--- config.mk ---
export PLATFORM = sky130hd
export DESIGN_NAME = skinny_inv_sbox8_isw1_pini_ctrl
export DESIGN_NICKNAME = d
export VERILOG_FILES = /design/src/rtl/skinny_inv_sbox8_isw1_pini_ctrl.sv
export SDC_FILE = /design/constraint.sdc
export NUM_CORES = 1
export LEC_CHECK = 0
export CORE_ASPECT_RATIO = 0.75
export CORE_UTILIZATION = 55
export DETAILED_ROUTE_END_ITERATION = 12
export PLACE_DENSITY = 0.8
export SYNTH_ARGS = -nofsm -noshare
export SYNTH_HDL_FRONTEND = slang
export SYNTH_SLANG_ARGS = --single-unit
--- constraint.sdc ---
create_clock -name clk -period 1.9 [get_ports clk]
set_clock_uncertainty 0.2 [all_clocks]
set_input_delay 0.38 -clock clk [delete_from_list [all_inputs] [get_ports clk]]
set_output_delay 0.38 -clock clk [all_outputs]
set_load 0.005 [all_outputs]
--- src/rtl/skinny_inv_sbox8_isw1_pini_ctrl.sv ---
// First-order ISW/PINI masked inverse SKINNY-128 8-bit S-box with capture registers,
// a latency counter and valid/ready handshakes. One evaluation in flight at a time.
module skinny_inv_sbox8_isw1_pini_ctrl #(
    parameter int LAT       = 8,
    parameter bit CLEAR_OUT = 1'b1
) (
    input  logic        clk,
    input  logic        rst,
    input  logic        in_valid,
    output logic        in_ready,
    input  logic [7:0]  si1,
    input  logic [7:0]  si0,
    input  logic [15:0] r,
    output logic        out_valid,
    input  logic        out_ready,
    output logic [7:0]  bo1,
    output logic [7:0]  bo0
);

    if (LAT != 8) begin : g_lat_unsupported
        $error("skinny_inv_sbox8_isw1_pini_ctrl: LAT must be 8 (4 gadget levels x 2 stages)");
    end

    localparam int                CNT_W    = $clog2(LAT);
    localparam logic [CNT_W-1:0]  CNT_LAST = CNT_W'(LAT - 1);

    typedef enum logic [1:0] {IDLE, BUSY, DONE} state_t;

    state_t             state_q, state_d;
    logic [CNT_W-1:0]   cnt_q, cnt_d;
    logic               out_valid_q, out_valid_d;
    logic [7:0]         bo0_q, bo0_d, bo1_q, bo1_d;
    logic               capture, busy;

    logic [7:0]         o0_q, o1_q;
    logic [15:0]        r_q;
    // Bit k of each vector belongs to gadget k.
    logic [7:0]         p00_q, p01_q, p10_q, p11_q;
    logic [7:0]         p00_d, p01_d, p10_d, p11_d;
    logic [6:0]         f0_q, f1_q, f0_d, f1_d;
    logic [7:0]         gx0, gx1, gy0, gy1, gz0, gz1;
    logic [7:0]         res0, res1;

    // Returns {p11, p10, p01, p00} of the first gadget stage.
    function automatic logic [3:0] stage1(input logic x0, input logic x1,
                                          input logic y0, input logic y1,
                                          input logic z0, input logic z1,
                                          input logic m0, input logic m1);
        logic xp0, xp1, yp0, yp1;
        xp0 = ~x0;
        xp1 = x1;
        yp0 = ~y0 ^ m0;
        yp1 = y1 ^ m0;
        return {(xp1 & yp1) ^ z1, (xp1 & yp0) ^ m1, (xp0 & yp1) ^ m1, (xp0 & yp0) ^ z0};
    endfunction

    // Later levels take b shares from stage-2 registers: f[0]=b2 f[1]=b3 f[2]=b7 f[3]=b5 f[4]=b1 f[5]=b0 f[6]=b6.
    assign gx0 = {f0_q[2], f0_q[0], f0_q[1], o0_q[5], o0_q[6], o0_q[2], o0_q[7], o0_q[3]};
    assign gx1 = {f1_q[2], f1_q[0], f1_q[1], o1_q[5], o1_q[6], o1_q[2], o1_q[7], o1_q[3]};
    assign gy0 = {f0_q[6], f0_q[4], f0_q[0], f0_q[1], o0_q[5], o0_q[7], o0_q[6], o0_q[1]};
    assign gy1 = {f1_q[6], f1_q[4], f1_q[0], f1_q[1], o1_q[5], o1_q[7], o1_q[6], o1_q[1]};
    assign gz0 = {o0_q[6], o0_q[2], o0_q[5], o0_q[3], o0_q[7], o0_q[1], o0_q[4], o0_q[0]};
    assign gz1 = {o1_q[6], o1_q[2], o1_q[5], o1_q[3], o1_q[7], o1_q[1], o1_q[4], o1_q[0]};

    always_comb begin
        p00_d = '0;
        p01_d = '0;
        p10_d = '0;
        p11_d = '0;
        for (int k = 0; k < 8; k++) begin
            {p11_d[k], p10_d[k], p01_d[k], p00_d[k]} =
                stage1(gx0[k], gx1[k], gy0[k], gy1[k], gz0[k], gz1[k], r_q[2*k], r_q[2*k+1]);
        end
    end

    assign f0_d = p00_q[6:0] ^ p01_q[6:0];
    assign f1_d = p10_q[6:0] ^ p11_q[6:0];

    // The last gadget's second stage is the output register itself.
    assign res0 = {f0_q[2], f0_q[6], f0_q[3], p00_q[7] ^ p01_q[7], f0_q[1], f0_q[0], f0_q[4], f0_q[5]};
    assign res1 = {f1_q[2], f1_q[6], f1_q[3], p10_q[7] ^ p11_q[7], f1_q[1], f1_q[0], f1_q[4], f1_q[5]};

    always_ff @(posedge clk) begin
        if (rst) begin
            state_q <= IDLE;
            cnt_q   <= '0;
        end else begin
            state_q <= state_d;
            cnt_q   <= cnt_d;
        end
    end

    always_comb begin
        state_d     = state_q;
        cnt_d       = cnt_q;
        out_valid_d = out_valid_q;
        bo0_d       = bo0_q;
        bo1_d       = bo1_q;
        capture     = 1'b0;
        busy        = 1'b0;
        case (state_q)
            IDLE: begin
                if (in_valid) begin
                    capture = 1'b1;
                    cnt_d   = '0;
                    state_d = BUSY;
                end
            end
            BUSY: begin
                busy  = 1'b1;
                cnt_d = cnt_q + 1'b1;
                if (cnt_q == CNT_LAST) begin
                    out_valid_d = 1'b1;
                    bo0_d       = res0;
                    bo1_d       = res1;
                    state_d     = DONE;
                end
            end
            DONE: begin
                if (out_ready) begin
                    out_valid_d = 1'b0;
                    if (CLEAR_OUT) begin
                        bo0_d = '0;
                        bo1_d = '0;
                    end
                    state_d = IDLE;
                end
            end
            default: state_d = IDLE;
        endcase
    end

    always_ff @(posedge clk) begin
        if (rst) begin
            o0_q        <= '0;
            o1_q        <= '0;
            r_q         <= '0;
            p00_q       <= '0;
            p01_q       <= '0;
            p10_q       <= '0;
            p11_q       <= '0;
            f0_q        <= '0;
            f1_q        <= '0;
            out_valid_q <= 1'b0;
            bo0_q       <= '0;
            bo1_q       <= '0;
        end else begin
            if (capture) begin
                o0_q <= si0;
                o1_q <= si1;
                r_q  <= r;
            end
            if (busy) begin
                p00_q <= p00_d;
                p01_q <= p01_d;
                p10_q <= p10_d;
                p11_q <= p11_d;
                f0_q  <= f0_d;
                f1_q  <= f1_d;
            end
            out_valid_q <= out_valid_d;
            bo0_q       <= bo0_d;
            bo1_q       <= bo1_d;
        end
    end

    assign in_ready  = (state_q == IDLE);
    assign out_valid = out_valid_q;
    assign bo0       = bo0_q;
    assign bo1       = bo1_q;

endmodule

==> results of run 1 <==
[sequential cells by signal (all words and copies together) (netlist names)]
register and flops:
r_q 16, bo0 8, bo1 8, o0_q 8, o1_q 8, p00_q 8
p01_q 8, p10_q 8, p11_q 8, f0_q 7, f1_q 7, cnt_q 3
state_q 2, out_valid 1
[worst max-delay path by stage]
stage,from,endpoint,slack [ns],cells after the start
finish,out_valid,out_valid,0.08,1
CTS,out_valid,out_valid,0.05,1
detailed placement,in_valid,cnt_q[1],-0.04,5
floorplan,cnt_q[0],bo0[2],0.27,7
global route,out_valid,out_valid,0.01,1
global placement,in_valid,cnt_q[2],-0.01,5
[what timing repair did]
action / in CTS / in global routing
gates resized for setup: 3 / 0
buffers inserted: 0 / 0
endpoints found under the setup margin: 1 / 0
[worst reg2reg max path, cell delays in order (launching register included)]
cell	delay, ns
dfxtp_2	0.35
buf_4	0.17
nor2b_4	0.17
buf_4	0.30
nor2_1	0.08
a311oi_1	0.28
[layer usage]
metal,up-vias,part of all wire (%),track usage [%]
met3,11,4.3,7.30
met2,69,45,37.9
met5,-,0,0
met1,1687,49,33.2
li1,1843,-,-
met4,0,1.2,6.20
[power groups by stage]
stage / clock network (mW) / registers (mW) / logic [mW]
3_3_place_gp: 0 / 2.38 / 0.547
5_1_grt: 1.37 / 2.36 / 0.636
3_5_place_dp: 0 / 2.39 / 0.566
2_1_floorplan: 0 / 2.35 / 0.406
6_report: 1.25 / 2.34 / 0.567
4_1_cts: 1.28 / 2.34 / 0.567
[cell families (layout without fill, tap and decap cells)]
logic type,after synthesis,after routing,share of synthesized area (%)
flops,100,100,47.1
xor+xnor,32,32,6.60
compound gates,132,132,19.3
buf+inv,44,91,5.74
fa+ha+maj,2,2,0.589
simple gates,192,192,20.4
mux,1,1,0.236
[metrics by stage]
step	area (um^2)	setup TNS (ns)	instances	utilization (%)
2_1_floorplan	4250	0	503	-
3_3_place_gp	4870	-0.0174	636	65.8
3_5_place_dp	4870	-0.272	636	65.8
4_1_cts	5050	0	651	68.3
5_1_grt	5050	0	651	68.3
6_report	5050	0	651	68.3
[synthesized netlist by cell type]
master / n
dfxtp_1: 100
nand2_1: 82
a21oi_1: 53
nor2_1: 48
a311oi_1: 32
o21ai_0: 32
or3_1: 32
nand3_1: 19
xnor2_1: 19
a211oi_1: 14
xor2_1: 13
buf_2: 12
clkbuf_1: 12
inv_1: 9
buf_6: 6
buf_4: 5
nand2b_1: 3
ha_1: 2
nand3b_1: 2
a2bb2oi_1: 1
and3b_1: 1
mux2i_1: 1
nor2b_1: 1
nor3_1: 1
nor3b_2: 1
or3b_1: 1
or3b_2: 1
[area by class of cell]
| class | count | area (um^2) | share of cell area, % |
|---|---|---|---|
| multi-input cells | 359 | 2020 | 39.9 |
| clock inverters | 3 | 22.5 | 0.446 |
| clock buffers | 12 | 155 | 3.07 |
| repair buffers | 67 | 692 | 13.7 |
| well taps | 101 | 126 | 2.50 |
| inverters | 9 | 33.8 | 0.669 |
| flip-flops and latches | 100 | 2000 | 39.7 |
[layout by cell type (no fill, tap or decap), types with 19 or more instances in the layout]
master           netlist  routed
dfxtp_1              100      98
nand2_1               82      82
a21oi_1               53      53
clkdlybuf4s50_1        0      51
nor2_1                48      48
o21ai_0               32      32
or3_1                 32      32
a311oi_1              32      32
xnor2_1               19      19
nand3_1               19      19
==> results by group, run 1 <==
Cells and area
  • Final #Nets: approximately 580
  • Share of layout cells above drive strength 1: approximately 6.2%
  • Area growth syn-to-layout: 18.9%
  • Antenna Cells: 0
  • Fillers: around 610

Clock network
  • Sink Count: 100
  • CTS tree: yes
  • CTS Hold Bufs: 0
  • CTS H-tree depth: 3
  • Worst-case clock buffer depth: 2
  • Root buffer cell: clkbuf_8
  • CTS buffer count: 9
  • Worst skew pair latency: roughly 0.37 ns
  • Worst-path clk slew: 0.09 ns

Pwr
  • P_sw: 1.12 mW
  • Clk pwr share: 30.1%
  • Cell Pwr Density: 825 nW/um^2
  • Design Power: ~4.2 mW
  • Power Internal: a little over 3 mW
  • Worst vdd ir: approximately 0.00041 V
  • Combinational share of power: between 10 and 15%
  • Sw Share: 26.9%
  • Static leakage: roughly 1.8 nW
  • Flop pwr share: a little under three fifths

Timing
  • Worst Hold Margin: 0.228 ns
  • Slew Limit Fails: 0
  • Final WS setup: around 0.076 ns
  • FMAX: approximately 550 MHz
  • Endpoints failing hold: 0
  • RSZ-0062 raised after global routing: false
  • Crit share post-route: 96.0%
  • Tmin final: 1.82 ns
  • Final setup fails: 0
  • Least-Margin Pin Slew: between 0.4 and 0.5 ns
  • Rel. slew slack: 70.2%

Yosys
  • FF+latch count, synth: 100
  • Synth cell types: 27
  • Syn Area/Cell: 8.44 um^2
  • Area of the mapped netlist: approximately 4200 um^2
  • Yosys Warn Count: 0
  • Synth top area cells: dfxtp_1, nand2_1, a311oi_1, a21oi_1, or3_1
  • Synth area leader: dfxtp_1
  • Sequential cell area fraction in the yosys report: a little under half
  • Syn_nets: ~540
  • Top-area cell type share of the netlist area: between 40% and 50%
  • Post-Synthesis Cells: approximately 500

Floorplan
  • Ports: 54
  • Die W: around 100 um
  • Die ar.: slightly above 8000 um^2
  • Core Rows: 27
  • Floorplan core area: 7400 um^2
  • Die Ht: ~78 um
  • Initial Util: around 57%

Place
  • Port-buffer cells: 53
  • GPL Wtd Cong: 0.801
  • Pre-CTS setup slack: -0.0380 ns
  • Hpwl dp: between 6 and 7 mm

Drt
  • DR pass1 iterations: 5
  • Post-route ant nets: 0
  • Via count: ~3600
  • WL final: between 9 and 10 mm
  • Wire per inst: between 10 and 15 um
  • DR vias/cell: between 5 and 6
  • Starting DRT DRC Count: about 180
  • Post-route DRC: 0

Min path
  • Hold_sp: rst
  • HP Class: in2reg
  • Worst Hold Depth: 2
  • Hold path endpoint: o0_q[6]

Critical path
  • Crit Path Class: reg2out
  • Crit path max-delay cell type: clkdlybuf4s50_1
  • Max stage delay on crit path: around 0.5 ns
  • CP cell instances: clkdlybuf4s50_1
  • CP bufs+invs: 1
  • FF-to-FF End: p00_q[2]
  • Reg-to-Reg Start: state_q[1]
  • Critical Path Fanout Max: 3
  • CP arrival: approximately 1.2 ns
  • Critical path's top delay family: buffers and inverters
  • Worst Reg-to-Reg Cells: 5
  • Reg2Reg Setup Slack: approximately 0.25 ns
  • Crit end category: primary output
  • Worst path required time: about 1.3 ns
  • CP Launch Type: flop

Global routing
  • Vias in the first global route: about 3300
  • Congestion Overflow GR: 0
  • First-pass GRT wire length: about 15 mm
  • Initial antenna violation count: 0
  • Gr usage total: roughly a quarter
  • Largest net degree at the start of global routing: just over 60

Flow run
  • Max cap viols: 0

Run status
  • Status: finished clean
No activity file was read; power rests on OpenSTA's default activity.
==> run 2: changes to the inputs <==
--- a/config.mk
+++ b/config.mk
@@ -9,6 +9,7 @@
 export CORE_UTILIZATION = 55
 export DETAILED_ROUTE_END_ITERATION = 12
 export PLACE_DENSITY = 0.8
+export SKIP_LAST_GASP = 1
 export SYNTH_ARGS = -nofsm -noshare
 export SYNTH_HDL_FRONTEND = slang
 export SYNTH_SLANG_ARGS = --single-unit
==> results of run 2 <==
Same layout as run 1: the final DEF is identical, and so are final timing and power.
==> run 3: changes to the inputs <==
--- a/config.mk
+++ b/config.mk
@@ -8,7 +8,8 @@
 export CORE_ASPECT_RATIO = 0.75
 export CORE_UTILIZATION = 55
 export DETAILED_ROUTE_END_ITERATION = 12
-export PLACE_DENSITY = 0.8
+export PLACE_DENSITY = 0.78
+export SKIP_CTS_REPAIR_TIMING = 1
 export SKIP_LAST_GASP = 1
 export SYNTH_ARGS = -nofsm -noshare
 export SYNTH_HDL_FRONTEND = slang
==> run 3 against run 2 <==
The run now ends with setup timing left; critical path depth up 1; core utilization up 0.24 points; worst hold slack improved by 0.033 ns; die area unchanged; largest power group unchanged; critical path type unchanged; non-clock buffer count is 4 lower; via count down 0.28%; power up 5.5%; clock power is 19% higher.
==> results by group, run 3 (same netlist as run 1, synthesis figures left out) <==
Run status
  • Status: complete, but fails checks (was finished clean)
  • Violated checks: setup timing

Min path
  • Worst Hold Depth: 2 (unchanged)
  • Hold path endpoint: bo0[5] (was o0_q[6])
  • HP Class: reg2reg (was in2reg)
  • Hold_sp: f0_q[3] (was rst)

Clock network
  • Root buffer cell: clkbuf_8 (unchanged)
  • Worst skew pair latency: 0.36 ns (was 0.37 ns)
  • CTS H-tree depth: 3 (unchanged)
  • Worst-case clock buffer depth: 2 (unchanged)
  • CTS tree: yes (unchanged)
  • Sink Count: 100 (unchanged)
  • CTS buffer count: 9 (unchanged)
  • Worst-path clk slew: 0.10 ns (was 0.09 ns)

Timing
  • RSZ-0062 raised after global routing: true (was false)
  • Endpoints failing hold: 0 (unchanged)
  • Final setup fails: 1 (was 0)
  • Tmin final: 1.96 ns (was 1.82 ns)
  • Crit share post-route: 103% (was 96.0%)
  • FMAX: 509 MHz (was 548 MHz)
  • Slew Limit Fails: 0 (unchanged)
  • Final WS setup: -0.0640 ns (was 0.0759 ns)
  • Worst Hold Margin: 0.260 ns (was 0.228 ns)
  • Rel. slew slack: 72.2% (was 70.2%)
  • Least-Margin Pin Slew: 0.417 ns (was 0.447 ns)
  • Setup TNS: -0.0640 ns (was 0 ns)

Drt
  • Wire per inst: 14.0 um (about the same)
  • DR vias/cell: 5.56 (was 5.55)
  • WL final: 9.04 mm (was 9.10 mm)
  • Post-route ant nets: 0 (unchanged)
  • Via count: 3600 (was 3610)
  • DR pass1 iterations: 4 (was 5)
  • Starting DRT DRC Count: 147 (was 181)
  • Post-route DRC: 0 (unchanged)

Critical path
  • Crit Path Class: reg2out (unchanged)
  • Worst Reg-to-Reg Cells: 5 (unchanged)
  • Max stage delay on crit path: 0.50 ns (was 0.51 ns)
  • Crit path depth: 2 (was 1)
  • CP bufs+invs: 1 (unchanged)
  • Crit end category: primary output (unchanged)
  • Reg-to-Reg Start: cnt_q[0] (was state_q[1])
  • Reg2Reg Setup Slack: 0.17 ns (was 0.25 ns)
  • Crit path max-delay cell type: clkdlybuf4s50_1 (unchanged)
  • Worst path required time: 1.32 ns (about the same)
  • FF-to-FF End: bo1[0] (was p00_q[2])
  • CP arrival: 1.38 ns (was 1.24 ns)
  • CP cell instances: nor2_1 -> clkdlybuf4s50_1 (was clkdlybuf4s50_1)
  • Critical path's top delay family: buffers and inverters (unchanged)
  • CP Launch Type: flop (unchanged)
  • Critical Path Fanout Max: 12 (was 3)

Pwr
  • Static leakage: 1.77 nW (was 1.76 nW)
  • Cell Pwr Density: 867 nW/um^2 (was 825 nW/um^2)
  • Worst vdd ir: 0.000411 V (was 0.000406 V)

Floorplan
  • Floorplan core area: 7400 um^2 (unchanged)
  • Die Ht: 78.1 um (unchanged)
  • Die ar.: 8080 um^2 (unchanged)
  • Die W: 103 um (unchanged)
  • Initial Util: 57.4% (unchanged)
  • Ports: 54 (unchanged)
  • Core Rows: 27 (unchanged)

Place
  • GPL Wtd Cong: 0.801 (unchanged)
  • Port-buffer cells: 53 (unchanged)
  • Hpwl dp: 6.18 mm (was 6.38 mm)
  • Placed cells: 632 (was 636)
  • Placed cell area: 4840 um^2 (was 4870 um^2)

Cells and area
  • Antenna Cells: 0 (unchanged)
  • Util after Layout: 68.5% (was 68.3%)
  • Register area: 2000 um^2 (about the same)
  • Most common cell after layout, fill and taps aside: dfxtp_1 (unchanged)
  • Max reg flops: 16 (unchanged)
  • Commonest cells after routing, fill and taps aside: dfxtp_1, nand2_1, a21oi_1 (unchanged)
  • Area growth syn-to-layout: 19.3% (was 18.9%)
  • Final std cells w/o fill: 648 (was 651)
  • Fin area: 5070 um^2 (was 5050 um^2)
  • Final #Nets: 580 (was 584)
  • Share of layout cells above drive strength 1: 5.85% (was 6.18%)
  • Largest Register: r_q (unchanged)
  • Fillers: 624 (was 608)
  • Multi-input logic area: 2020 um^2 (about the same)

Global routing
  • Initial antenna violation count: 0 (unchanged)
  • Gr usage total: 24.1% (was 24.5%)
  • First-pass GRT wire length: 15.0 mm (was 15.2 mm)
  • Congestion Overflow GR: 0 (unchanged)
  • Largest net degree at the start of global routing: 101 (was 61)
  • Vias in the first global route: 3226 (was 3264)

Flow run
  • Max cap viols: 0 (unchanged)
## run 3: cell count changes in the layout (fill, tap and decap cells not counted), sizes merged
cell / before / now
buf: 15 / 11
bufinv: 0 / 2
clkbuf: 12 / 10
clkinv: 0 / 2
clkinvlp: 3 / 1
clkdlybuf4s50: 51 / 52
dlygate4sd2: 1 / 0
inv: 9 / 10
## run 3: tightest hold or removal path, cell delays in order, from the launching register on
cell and delay [ns]:
dfxtp_1 0.33, nand2_1 0.05, a21oi_1 0.05
## run 3: metal layers
layer	up-vias	global-route usage (%)	wire, um
met1	1680	31.4	4260
met5	-	0	0
met4	0	5.92	83
li1	1839	-	-
met2	71	39.2	4230
met3	10	6.77	465
## run 3: how the worst max path moves through the flow
| stage | from | to | slack [ns] |
|---|---|---|---|
| floorplan | cnt_q[0] | bo0[2] | 0.27 |
| global placement | in_valid | cnt_q[2] | -0.02 |
| detailed placement | in_valid | cnt_q[2] | -0.05 |
| CTS | state_q[0] | in_ready | -0.18 |
| global route | state_q[1] | in_ready | -0.15 |
| finish | state_q[0] | in_ready | -0.06 |
## run 3: power by group
part	internal (mW)	switching, mW
combinational	0.277	0.282
sequential	2.22	0.124
clock	0.778	0.711
## run 3: cell type report
cell class              instances  share of cell area, %
multi-input cells             359                   39.8
flip-flops and latches        100                   39.5
repair buffers                 63                   13.1
clock buffers                  10                   2.72
well taps                     101                   2.49
clock inverters                 6                   1.70
inverters                       9                  0.667
## run 3: stage by stage
step / setup WS (ns) / power [mW]
detailed placement: -0.0474 / 2.95
global route: -0.149 / 4.60
global placement: -0.0207 / 2.92
CTS: -0.175 / 4.42
finish: -0.0640 / 4.39
floorplan: 0.274 / 2.76
